===== config.mk =====
export PLATFORM = sky130hd
export DESIGN_NAME = cmd_rdexec_ctrl
export DESIGN_NICKNAME = d
export VERILOG_FILES = /design/src/rtl/cmd_rdexec_ctrl.sv
export SDC_FILE = /design/constraint.sdc
export NUM_CORES = 1
export LEC_CHECK = 0
export CAP_MARGIN = 20
export CORE_ASPECT_RATIO = 1.2
export CORE_MARGIN = 1.5
export CORE_UTILIZATION = 41
export CTS_BUF_LIST = sky130_fd_sc_hd__clkbuf_4 sky130_fd_sc_hd__clkbuf_8
export DETAILED_ROUTE_END_ITERATION = 10
export GPL_ROUTABILITY_DRIVEN = 0
export GPL_TIMING_DRIVEN = 1
export HOLD_SLACK_MARGIN = 0.06
export PLACE_DENSITY = 0.65
export SYNTH_ARGS = -nofsm -noshare
export SYNTH_HDL_FRONTEND = slang
export SYNTH_SLANG_ARGS = --single-unit

===== constraint.sdc =====
create_clock -name clk -period 4.7 [get_ports clk]
set_clock_uncertainty 0.2 [all_clocks]
set_input_delay 0.705 -clock clk [delete_from_list [all_inputs] [get_ports clk]]
set_output_delay 0.705 -clock clk [all_outputs]
set_load 0.005 [all_outputs]

===== src/rtl/cmd_rdexec_ctrl.sv =====
// Command read/execute controller: accepts an 8-bit command, reads two operands
// from an external 4-entry register file, runs an 8-bit ALU op and strobes the
// result back through an active-low writeback enable.
module cmd_rdexec_ctrl (
  input  logic       clk,
  input  logic       rst_n,
  input  logic       cmd_valid,
  input  logic [7:0] cmd,
  output logic       cmd_ready,
  input  logic [7:0] R0,
  input  logic [7:0] R1,
  input  logic [7:0] R2,
  input  logic [7:0] R3,
  output logic [7:0] res_alu,
  output logic [1:0] res_dest,
  output logic       enact,
  output logic       busy,
  output logic       done,
  output logic       zf,
  output logic       cf
);

  typedef enum logic [1:0] {StIdle, StRead, StExec, StWb} state_e;

  localparam logic [2:0] OpMov = 3'b000;
  localparam logic [2:0] OpAdd = 3'b001;
  localparam logic [2:0] OpSub = 3'b010;
  localparam logic [2:0] OpAnd = 3'b011;
  localparam logic [2:0] OpOr  = 3'b100;
  localparam logic [2:0] OpXor = 3'b101;
  localparam logic [2:0] OpNot = 3'b110;
  localparam logic [2:0] OpCmp = 3'b111;

  state_e     state_q, state_d;
  logic [2:0] op_q;
  logic [1:0] rs_q, rd_q;
  logic [7:0] a_q, b_q;
  logic [7:0] res_alu_q;
  logic [1:0] res_dest_q;
  logic       zf_q, cf_q;

  logic       accept;
  logic [7:0] rd_val, rs_val;
  logic [8:0] alu_wide;

  assign accept = cmd_valid && (state_q == StIdle);

  // State register.
  always_ff @(posedge clk or negedge rst_n) begin
    if (!rst_n) begin
      state_q <= StIdle;
    end else begin
      state_q <= state_d;
    end
  end

  // Next state and decoded outputs; outputs derive from the state register so
  // that reset deasserts the writeback strobe without a clock.
  always_comb begin
    state_d   = state_q;
    cmd_ready = 1'b0;
    done      = 1'b0;
    enact     = 1'b1;
    unique case (state_q)
      StIdle: begin
        cmd_ready = 1'b1;
        if (cmd_valid) state_d = StRead;
      end
      StRead: state_d = StExec;
      StExec: state_d = StWb;
      StWb: begin
        done    = 1'b1;
        enact   = (op_q == OpCmp);
        state_d = StIdle;
      end
      default: state_d = StIdle;
    endcase
  end

  assign busy = ~cmd_ready;

  // Command field latch on accept.
  always_ff @(posedge clk or negedge rst_n) begin
    if (!rst_n) begin
      op_q <= 3'b000;
      rs_q <= 2'b00;
      rd_q <= 2'b00;
    end else if (accept) begin
      op_q <= cmd[7:5];
      rs_q <= cmd[3:2];
      rd_q <= cmd[1:0];
    end
  end

  // Register-file read ports for destination (operand A) and source (operand B).
  always_comb begin
    rd_val = R0;
    rs_val = R0;
    unique case (rd_q)
      2'd0: rd_val = R0;
      2'd1: rd_val = R1;
      2'd2: rd_val = R2;
      2'd3: rd_val = R3;
      default: rd_val = R0;
    endcase
    unique case (rs_q)
      2'd0: rs_val = R0;
      2'd1: rs_val = R1;
      2'd2: rs_val = R2;
      2'd3: rs_val = R3;
      default: rs_val = R0;
    endcase
  end

  // Operand latch: the register file is sampled only on the READ->EXEC edge.
  always_ff @(posedge clk or negedge rst_n) begin
    if (!rst_n) begin
      a_q <= 8'h00;
      b_q <= 8'h00;
    end else if (state_q == StRead) begin
      a_q <= rd_val;
      b_q <= rs_val;
    end
  end

  // ALU; bit 8 carries the carry (ADD) or borrow (SUB/CMP), zero otherwise.
  always_comb begin
    alu_wide = 9'h000;
    unique case (op_q)
      OpMov: alu_wide = {1'b0, b_q};
      OpAdd: alu_wide = {1'b0, a_q} + {1'b0, b_q};
      OpSub: alu_wide = {1'b0, a_q} - {1'b0, b_q};
      OpAnd: alu_wide = {1'b0, a_q & b_q};
      OpOr:  alu_wide = {1'b0, a_q | b_q};
      OpXor: alu_wide = {1'b0, a_q ^ b_q};
      OpNot: alu_wide = {1'b0, ~b_q};
      OpCmp: alu_wide = {1'b0, a_q} - {1'b0, b_q};
      default: alu_wide = 9'h000;
    endcase
  end

  // Result and flag registers, updated only on the EXEC->WB edge.
  always_ff @(posedge clk or negedge rst_n) begin
    if (!rst_n) begin
      res_alu_q  <= 8'h00;
      res_dest_q <= 2'b00;
      zf_q       <= 1'b0;
      cf_q       <= 1'b0;
    end else if (state_q == StExec) begin
      res_alu_q  <= alu_wide[7:0];
      res_dest_q <= rd_q;
      zf_q       <= (alu_wide[7:0] == 8'h00);
      cf_q       <= alu_wide[8];
    end
  end

  assign res_alu  = res_alu_q;
  assign res_dest = res_dest_q;
  assign zf       = zf_q;
  assign cf       = cf_q;

endmodule


==> run metrics <==
status=complete, no violations; vias per cell=5.44; Total GRT Usage=18.1%; PD cells=822 nW/um2; EDFF count, synth=0; top post-synthesis cells by area=dfrtp_1, mux4_2, ha_1; Synth area leader=dfrtp_1; largest net degree at the start of global routing=38; Fmax achieved=249 MHz; top_reg_cell synth=dfrtp_1; Seq/Total Area, Yosys=30.2%; WP data required=4700 ps; post_cts resized=0; first-pass GRT wire length=11400 um; max-slew violations=0; leakage=1.58 nW; die area=8010 um2; Core Rows=34; clock root buffer=clkbuf_8; Critical Path End Type=register; setup_tns=0 ps; min cycle time layout=4020 ps; # IOs=59; syn_nets=379; final wirelength=6720 um; slowest stage cell on the critical path=nor3_1; CTS Sinks=37; DRC=0; GRT overflow=0; RSZ-0062 raised after global routing=false; dpl cells=440; critical-path maximum fanout=13; Synth top area share=30.2%; Netlist cell types=52; Die Wd=82.0 um; Final Cycle Share=85.6%; Layout Nets=430; detailed placement HPWL=5390 um; Async S/R FF share, synth=100%; CTS H-tree depth=2; fill count=682; Initial Utilization=42.4%; slew of the pin with the lowest slew margin=843 ps; Longest Clk Path Bufs=2; Synth Cell Area=3070 um2; CTS hold repair buffers=0; layout cell share with drive strength beyond 1=14.5%; # diodes=0; via count=2436; crit path DAT=4030 ps; CTS tree=done; die height=97.8 um; # setup viols final=0; Critical Path Max Stage Delay=710 ps; critical path cell sequence=nor2b_1 > nor3_1 > mux2_2 > fa_1 > nand2b_1 > a211oi_1 > o2111ai_1 > o211ai_1 > o311ai_0 > o32ai_1; max_cap viols=0; register area=926 um2; DRT antenna net count=0; Rel. slew slack=43.3%; Syn Inst Count=306; number of global-route vias before repair=2467; WL/cell=15.0 um; Synth Warn #=0; count of state elements after synthesis=37; Hold Path Class=in2async; initial DRC count=154; Core ar.=7230 um2; post-CTS setup buffers=0; fin util=52.4%; Pre-antenna DRT Iters=4; Buffers on Ports=57; Syn Area/Cell=10.0 um2; Fin. Hold Viols=0; initial antenna violation count=0; critical path type=reg2reg; clock latency on the worst-skew pair=300 ps; Peak VDD IR=0.000253 V; CP startpoint kind=register; Multi-input gate area=1940 um2; non-filler instance count after layout=448; Num CTS Buffers=5; Layout area overhead=23.5%; clock-pin slew on the worst setup and hold paths=80 ps
==> logic make-up after synthesis <==
logic type / count (synthesis) / share of synthesized area (%)
mux: 35 / 19.3
compound gates: 78 / 17.0
fa+ha+maj: 30 / 12.5
flops: 37 / 30.2
buf+inv: 44 / 6.73
simple gates: 73 / 11.7
xor+xnor: 9 / 2.57
==> per-layer routing <==
metal | up-vias | GRT usage, % | share of wire (%)
li1 | 1216 | - | -
met1 | 1146 | 22.8 | 45
met2 | 63 | 31.1 | 49
met3 | 11 | 2.99 | 3.8
met4 | 0 | 5.87 | 2.0
met5 | - | 0 | 0
==> registers in the layout (all words and copies together) (netlist names) <==
| register | flops |
|---|---|
| rd_q | 2 |
| rs_q | 2 |
| res_alu | 8 |
| zf | 1 |
| b_q | 8 |
| res_dest | 2 |
| op_q | 3 |
| cf | 1 |
| a_q | 8 |
| state_q | 2 |
==> final cells by class <==
class | count | area share, %
clock buffer | 6 | 2.18
clock inverter | 2 | 0.991
inverter | 28 | 2.81
multi-input combinational | 225 | 51.1
sequential | 37 | 24.4
tap | 90 | 2.97
timing repair buffer | 60 | 15.5
==> synth_stat cells, drive strengths merged (2+ instances only) <==
master  number
nand2       23
nand3        3
and2         2
nor2b        4
a311oi       2
a21o         4
xnor2        8
a21oi       13
o311ai       2
nor2        23
mux2        14
a211oi       4
ha          29
o21a         6
inv         27
o211ai       2
and2b        2
mux4        17
nor3         4
a221oi       3
a31oi        4
or2          3
and4b        2
nand2b       4
buf          9
a221o        2
dfrtp       37
o31ai        3
mux2i        4
clkbuf       7
o21ai       23
==> critical path: cells and delay by family, from the launching register on <==
kind	cells	cell delay, ps
AO/OA/AOI/OAI	5	1170
adder cells (fa/ha/maj)	1	440
flip-flops	1	530
AND/OR/NAND/NOR	3	1150
multiplexers	1	450
==> power breakdown <==
| part | total [W] | internal [W] | switching (W) |
|---|---|---|---|
| Clock | 0.000300 | 0.000173 | 0.000128 |
| Sequential | 0.000695 | 0.000479 | 0.000216 |
| Combinational | 0.00212 | 0.00107 | 0.00105 |
==> layout by cell type (no fill, tap or decap), types with 3 or more instances in the layout <==
cell type        instances
buf_4                    3
nand3_1                  3
nand2_1                 23
nor2_1                  23
dfrtp_1                 37
o31ai_1                  3
clkbuf_8                 6
mux4_2                  17
a21o_1                   4
o21ai_0                 23
inv_1                   27
clkdlybuf4s50_1         56
a31oi_1                  4
mux2_2                  14
or2_2                    3
o21a_1                   6
a211oi_1                 4
xnor2_1                  8
a221oi_1                 3
nor3_1                   3
a21oi_1                 13
mux2i_1                  3
ha_1                    29
nor2b_1                  4
nand2b_1                 4
==> stage by stage <==
stage                     hold WS, ps  worst slack, ps  cell area, um2  total power (W)
after detailed placement          271              716            3670          0.00281
after CTS                         290              706            3790          0.00312
after global routing              297              341            3790          0.00343
after global placement            262              770            3670          0.00275
final                             282              676            3790          0.00311
after floorplan                   209             1320            3070          0.00231
==> worst paths after layout <==
kind	from	endpoint	slack [ps]	cells past startpoint
worst min register to register	res_alu[7]	res_alu[7]	290	1
worst max register to register	op_q[2]	zf	680	10
min in group clk	res_alu[7]	res_alu[7]	290	1
worst min-delay path	rst_n	res_alu[7]	280	1
worst max-delay path	op_q[2]	zf	680	10
max in group asynchronous	rst_n	res_dest[1]	3500	1
Power figures use the tool's default switching activity.
